`src/rtl/mem_arbiter_pkg.sv`:
```
// Shared definitions for the mem_arbiter block.
//   state_e : arbiter FSM encodings (IDLE=0, BUSY=1)
//   port_e  : requester ids (PORT_I = instruction fetch, PORT_D = data access)
//   req_t   : request latched at grant and replayed to mem_system while BUSY
package mem_arbiter_pkg;

  typedef enum logic {
    ST_IDLE = 1'b0,
    ST_BUSY = 1'b1
  } state_e;

  typedef enum logic {
    PORT_I = 1'b0,
    PORT_D = 1'b1
  } port_e;

  typedef struct packed {
    logic [15:0] addr;
    logic [15:0] wdata;
    logic        wr;
    port_e       port;
  } req_t;

endpackage

```
`src/rtl/rr_arb2.sv`:
```
// Two-way round-robin arbiter, purely combinational.
//   req[1:0]  in  request vector, bit 0 = fetch port, bit 1 = data port
//   last      in  port id granted most recently
//   enable    in  arbitration allowed this cycle
//   gnt[1:0]  out one-hot grant (all zero when disabled or idle)
//   next_last out value of last after this cycle's grant
module rr_arb2 (
  input  logic [1:0] req,
  input  logic       last,
  input  logic       enable,
  output logic [1:0] gnt,
  output logic       next_last
);

  always_comb begin
    gnt       = 2'b00;
    next_last = last;
    if (enable) begin
      unique case (req)
        2'b01:   gnt = 2'b01;
        2'b10:   gnt = 2'b10;
        // Tie: the port that did not win last time goes first.
        2'b11:   gnt = last ? 2'b01 : 2'b10;
        default: gnt = 2'b00;
      endcase
      if (gnt != 2'b00) next_last = gnt[1];
    end
  end

endmodule

```
`src/rtl/mem_arbiter.sv`:
```
// Shares one mem_system between the fetch port and the data port.
// One access in flight at a time: a request is granted in IDLE, latched,
// and replayed on the mem_* pins for every BUSY cycle until mem_Done.
// Completion is a registered one-cycle done pulse with read data.
// A watchdog turns a hung access into an error completion (data 0).
//   clk, rst                         clock, synchronous active-high reset
//   i_req/i_addr -> i_gnt/i_done/i_data            fetch port (read only)
//   d_req/d_wr/d_addr/d_wdata -> d_gnt/d_done/d_rdata   data port
//   mem_Addr/mem_DataIn/mem_Rd/mem_Wr                   to mem_system
//   mem_DataOut/mem_Done/mem_err                        from mem_system
//   err                              sticky error, cleared only by rst
module mem_arbiter
  import mem_arbiter_pkg::*;
#(
  parameter int TIMEOUT = 64,
  parameter int CNT_W   = 7
) (
  input  logic        clk,
  input  logic        rst,
  input  logic        i_req,
  input  logic [15:0] i_addr,
  output logic        i_gnt,
  output logic        i_done,
  output logic [15:0] i_data,
  input  logic        d_req,
  input  logic        d_wr,
  input  logic [15:0] d_addr,
  input  logic [15:0] d_wdata,
  output logic        d_gnt,
  output logic        d_done,
  output logic [15:0] d_rdata,
  output logic [15:0] mem_Addr,
  output logic [15:0] mem_DataIn,
  output logic        mem_Rd,
  output logic        mem_Wr,
  input  logic [15:0] mem_DataOut,
  input  logic        mem_Done,
  input  logic        mem_err,
  output logic        err
);

  state_e           state_q, state_d;
  port_e            last_q, last_d;
  req_t             req_q, req_d;
  logic [CNT_W-1:0] wd_q, wd_d;
  logic             err_q, err_d;
  logic             i_done_q, i_done_d;
  logic             d_done_q, d_done_d;
  logic [15:0]      i_data_q, i_data_d;
  logic [15:0]      d_rdata_q, d_rdata_d;

  logic [1:0] arb_req, arb_gnt;
  logic       arb_next_last;
  logic       arb_en;
  logic       accept, busy, timeout_hit, complete;

  assign arb_req = {d_req, i_req};
  assign arb_en  = (state_q == ST_IDLE);

  rr_arb2 u_arb (
    .req      (arb_req),
    .last     (last_q),
    .enable   (arb_en),
    .gnt      (arb_gnt),
    .next_last(arb_next_last)
  );

  assign busy   = (state_q == ST_BUSY);
  assign accept = |arb_gnt;
  // mem_Done in the watchdog's last cycle wins: that is a normal completion.
  assign timeout_hit = busy && !mem_Done && (wd_q == CNT_W'(TIMEOUT - 1));
  assign complete    = busy && (mem_Done || timeout_hit);

  // ---------------- FSM: state register ----------------
  always_ff @(posedge clk) begin
    if (rst) state_q <= ST_IDLE;
    else     state_q <= state_d;
  end

  // ---------------- FSM: next state ----------------
  always_comb begin
    state_d = state_q;
    unique case (state_q)
      ST_IDLE: if (accept)   state_d = ST_BUSY;
      ST_BUSY: if (complete) state_d = ST_IDLE;
      default: state_d = ST_IDLE;
    endcase
  end

  // ---------------- FSM: outputs ----------------
  // mem_* are idle-low outside BUSY so mem_system sees a gap between accesses.
  always_comb begin
    i_gnt      = arb_gnt[0];
    d_gnt      = arb_gnt[1];
    mem_Addr   = 16'h0000;
    mem_DataIn = 16'h0000;
    mem_Rd     = 1'b0;
    mem_Wr     = 1'b0;
    if (busy) begin
      mem_Addr   = req_q.addr;
      mem_DataIn = req_q.wdata;
      mem_Rd     = !req_q.wr;
      mem_Wr     = req_q.wr;
    end
  end

  // ---------------- datapath next state ----------------
  always_comb begin
    req_d     = req_q;
    last_d    = last_q;
    wd_d      = wd_q;
    err_d     = err_q;
    i_done_d  = 1'b0;
    d_done_d  = 1'b0;
    i_data_d  = i_data_q;
    d_rdata_d = d_rdata_q;

    if (accept) begin
      last_d = port_e'(arb_next_last);
      wd_d   = '0;
      if (arb_gnt[1]) begin
        req_d = '{addr: d_addr, wdata: d_wdata, wr: d_wr, port: PORT_D};
      end else begin
        // Fetches are always reads with a zero data bus.
        req_d = '{addr: i_addr, wdata: 16'h0000, wr: 1'b0, port: PORT_I};
      end
    end

    if (busy) wd_d = wd_q + CNT_W'(1);

    if (busy && (mem_err || timeout_hit)) err_d = 1'b1;

    if (complete) begin
      if (req_q.port == PORT_I) begin
        i_done_d = 1'b1;
        i_data_d = mem_Done ? mem_DataOut : 16'h0000;
      end else begin
        d_done_d  = 1'b1;
        d_rdata_d = (mem_Done && !req_q.wr) ? mem_DataOut : 16'h0000;
      end
    end
  end

  // ---------------- datapath registers ----------------
  always_ff @(posedge clk) begin
    if (rst) begin
      req_q     <= '{addr: 16'h0000, wdata: 16'h0000, wr: 1'b0, port: PORT_I};
      last_q    <= PORT_I;
      wd_q      <= '0;
      err_q     <= 1'b0;
      i_done_q  <= 1'b0;
      d_done_q  <= 1'b0;
      i_data_q  <= 16'h0000;
      d_rdata_q <= 16'h0000;
    end else begin
      req_q     <= req_d;
      last_q    <= last_d;
      wd_q      <= wd_d;
      err_q     <= err_d;
      i_done_q  <= i_done_d;
      d_done_q  <= d_done_d;
      i_data_q  <= i_data_d;
      d_rdata_q <= d_rdata_d;
    end
  end

  assign i_done  = i_done_q;
  assign d_done  = d_done_q;
  assign i_data  = i_data_q;
  assign d_rdata = d_rdata_q;
  assign err     = err_q;

endmodule

```
`config.mk`:
```
export PLATFORM = sky130hd
export DESIGN_NAME = mem_arbiter
export DESIGN_NICKNAME = d
export VERILOG_FILES = /design/src/rtl/mem_arbiter_pkg.sv /design/src/rtl/rr_arb2.sv /design/src/rtl/mem_arbiter.sv
export SDC_FILE = /design/constraint.sdc
export NUM_CORES = 1
export LEC_CHECK = 0
export ABC_AREA = 0
export BUFFER_PORTS_ARGS = -buffer_cell sky130_fd_sc_hd__buf_2
export CAP_MARGIN = 15
export CORE_MARGIN = 2
export CORE_UTILIZATION = 50
export DETAILED_ROUTE_END_ITERATION = 16
export HOLD_SLACK_MARGIN = 0.06
export MAX_ROUTING_LAYER = met4
export PLACE_DENSITY = 0.81
export SLEW_MARGIN = 40
export SYNTH_ARGS = -nofsm -noshare
export SYNTH_HDL_FRONTEND = slang
export SYNTH_SLANG_ARGS = --single-unit
```
`constraint.sdc`:
```
create_clock -name clk -period 3.1 [get_ports clk]
set_input_delay 0.31 -clock clk [delete_from_list [all_inputs] [get_ports clk]]
set_output_delay 0.31 -clock clk [all_outputs]
set_load 0.01 [all_outputs]
```
==> results.md <==
* Clock sinks at 78
* Clock tree root driver cell: clkbuf_8
* Register area share after synthesis at 42.9%
* CP Capture Type: flip-flop
* Nets at 584
* Gr ovfl total at 0
* Share of layout cells above drive strength 1 at 33.1%
* Drt via density at 5.85
* Post-synth EDFFs at 0
* Slew @ Worst Pin at 0.735 ns
* R2R setup slack at 0.98 ns
* # hold bufs at CTS at 0
* Clk_skew at 0.0135 ns
* Post-synth top area cell: dfxtp_1
* CTS tree: built
* Multi-input gate area at 1860 um2
* Core area at 7140 um2
* Critical Path End: i_data[8]$_SDFFE_PP0P_
* DR pass1 iterations at 5
* Crit Path Category: flip-flop to flip-flop
* Final Critical Period at 2.12 ns
* Area Overhead vs Synth at 24.4%
* Clk pin slew, worst setup/hold paths at 0.08 ns
* Critical R2R Launch: busy$_SDFF_PP0_
* Crit-path cells: buf_4 -> nand4_1 -> or2_1 -> a41o_1
* WHS at 0.176 ns
* Synth area leaders: dfxtp_1 43%, and2_1 5.8%, a32oi_1 5.3%
* Crit path DAT at 2.34 ns
* Row count at 31
* First-pass GRT wire length at 15600 um
* Setup violators final at 0
* RSZ-0062 raised after global routing: false
* Syn Inst Count at 396
* Vias at 3600
* Port Buffers at 141
* Distinct cell type count after synthesis at 41
* Yosys warns at 0
* Met2 routed wirelength at 5090 um
* Cell area after synthesis at 3640 um2
* DR iter-0 viols at 396
* Full die area at 7970 um2
* Crit Path Max Fanout at 43
* Worst EP required at 3.32 ns
* Worst slew margin at 51.0%
* Maxcap violations at 0
* R2r endpoint: i_data[8]$_SDFFE_PP0P_
* Maximum clock path buffer count at 2
* Post-CTS setup buffer count at 0
* Async SR Flop Fraction at 0%
* Crit-path max cell delay at 0.60 ns
* Met1 Wirelength at 4440 um
* Die W at 89.3 um
* Power Dens Cells at 491 nW/um2
* Top cell type's share of synthesized area at 42.9%
* H-Tree Depth at 3
* Slowest cell on the critical path: dfxtp_2
* Final WL at 10200 um
* # resized after CTS at 0
* Worst skew pair latency at 0.34 ns
* VDD IR-drop max at 0.274 mV
* Status: finished clean
* Syn Nets at 468
* Detail Route Antenna Nets at 0
* Register area at 1560 um2
* Num CTS Buffers at 9
* Syn avg cell area at 9.18 um2
* TNS Setup at 0 ns
* DRC at 0
* WL per Instance at 16.7 um
* Routability congestion estimate at 0.878
* Num ports at 142
* LEAKAGE at 2.26 nW
* Top FF cell, synth: dfxtp_1
* Max Slew Vio Count at 0
* Fillcell total at 649
* Overall Global Routing Usage at 25.6%
* Die extent in y at 89.3 um
* Worst Hold Class: input port to flip-flop
* Initial antenna violation count at 0
* Startpoint class of the critical path: flip-flop
* Final Cycle Share at 68.3%
* CP startpoint: busy$_SDFF_PP0_
* Hpwl dp at 6720 um
* Reg2reg path depth at 4
* Vias in the first global route at 3251
* Initial Util at 51.0%
* Ant diodes at 0
* Metal3 WL at 541 um
* Fin. Hold Viols at 0
* Seq cells post-synth at 78
* Pin count of the biggest net entering global routing at 51
* Fmax achieved at 473 MHz
* Max Used Layer: met4
-- state kept, by name, summed over array words and instances (netlist names) --
name / flops
busy: 1
req_q: 34
err: 1
i_done: 1
i_data: 16
last_q: 1
d_rdata: 16
wd_q: 7
d_done: 1
-- cell usage after synthesis (all sizes together), types with 2 or more instances --
library cell  number
nand3              2
a22o              11
o2111ai           16
nand4b            16
and3              18
nor2              15
nor2b             20
a41o              16
clkbuf            26
nor3               4
and2              34
inv                3
a32oi             22
a211oi             2
buf               19
a221o             16
a21oi             24
nand2             36
dfxtp             78
-- cell families (layout without fill, tap and decap cells) --
group | Yosys count | count (layout) | synth area share [%]
simple gates | 153 | 153 | 24.1
buf+inv | 48 | 168 | 6.16
flops | 78 | 78 | 42.9
compound gates | 113 | 113 | 25.6
xor+xnor | 1 | 1 | 0.241
fa+ha+maj | 1 | 1 | 0.344
mux | 2 | 2 | 0.585
-- where the power goes --
group          internal [mW]  leakage (nW)  switching [mW]
registers               1.07         0.637          0.0503
logic                  0.150          1.52           0.188
clock network          0.413         0.102           0.357
total                   1.63          2.26           0.595
-- placed cells by master, fill, tap and decap left out, types with 2 or more instances in the layout --
master and instances:
buf_2 141, o2111ai_1 16, nor2_1 15, buf_4 9, nand4b_1 16, a21oi_1 24
nand3_1 2, a41o_1 16, clkbuf_8 11, nand2_1 35, inv_1 3, nor3_1 3
a211oi_1 2, a221o_1 16, and3_1 17, and2_1 34, nor2b_1 20, a32oi_1 22
dfxtp_1 77, a22o_1 11
-- layout make-up --
cell class,count,area share (%)
multi-input combinational,270,41.0
sequential,78,34.5
timing repair buffer,150,17.1
clock buffer,12,3.43
tap,99,2.74
clock inverter,3,0.968
inverter,3,0.249
-- worst max-delay path: cells and delay by family, from the launching register on --
kind	cells	cell delay [ns]
simple gates	2	0.64
buf+inv	1	0.41
flops	1	0.60
compound gates	1	0.34
-- layer usage --
| layer | vias up | global-route usage (%) |
|---|---|---|
| met2 | 127 | 39.9 |
| met3 | 21 | 3.97 |
| met4 | 0 | 9.36 |
| met1 | 1725 | 33.8 |
| li1 | 1727 | - |
| met5 | - | - |
-- worst min-delay path by stage --
stage / from / endpoint / slack, ns / depth (start not counted)
2_1_floorplan: d_wdata[3] / req_q[5]$_SDFFE_PP0P_ / 0.44 / 1
3_3_place_gp: req_q[7]$_SDFFE_PP0P_ / req_q[7]$_SDFFE_PP0P_ / 0.45 / 1
3_5_place_dp: req_q[16]$_SDFFE_PP0P_ / req_q[16]$_SDFFE_PP0P_ / 0.46 / 1
4_1_cts: d_wdata[4] / req_q[6]$_SDFFE_PP0P_ / 0.17 / 2
5_1_grt: d_wdata[4] / req_q[6]$_SDFFE_PP0P_ / 0.16 / 2
6_report: d_wdata[4] / req_q[6]$_SDFFE_PP0P_ / 0.18 / 2
-- through the flow --
step	total power, mW	std cells	utilization (%)	setup slack (ns)	instance area (um2)
after floorplan	1.33	396	-	1.60	3640
after global placement	1.46	600	60.6	0.996	4320
after detailed placement	1.47	600	60.6	0.985	4330
after CTS	2.23	615	63.4	0.981	4530
after global routing	2.32	615	63.4	0.800	4530
final	2.22	615	63.4	0.984	4530
Power figures use the tool's default switching activity.
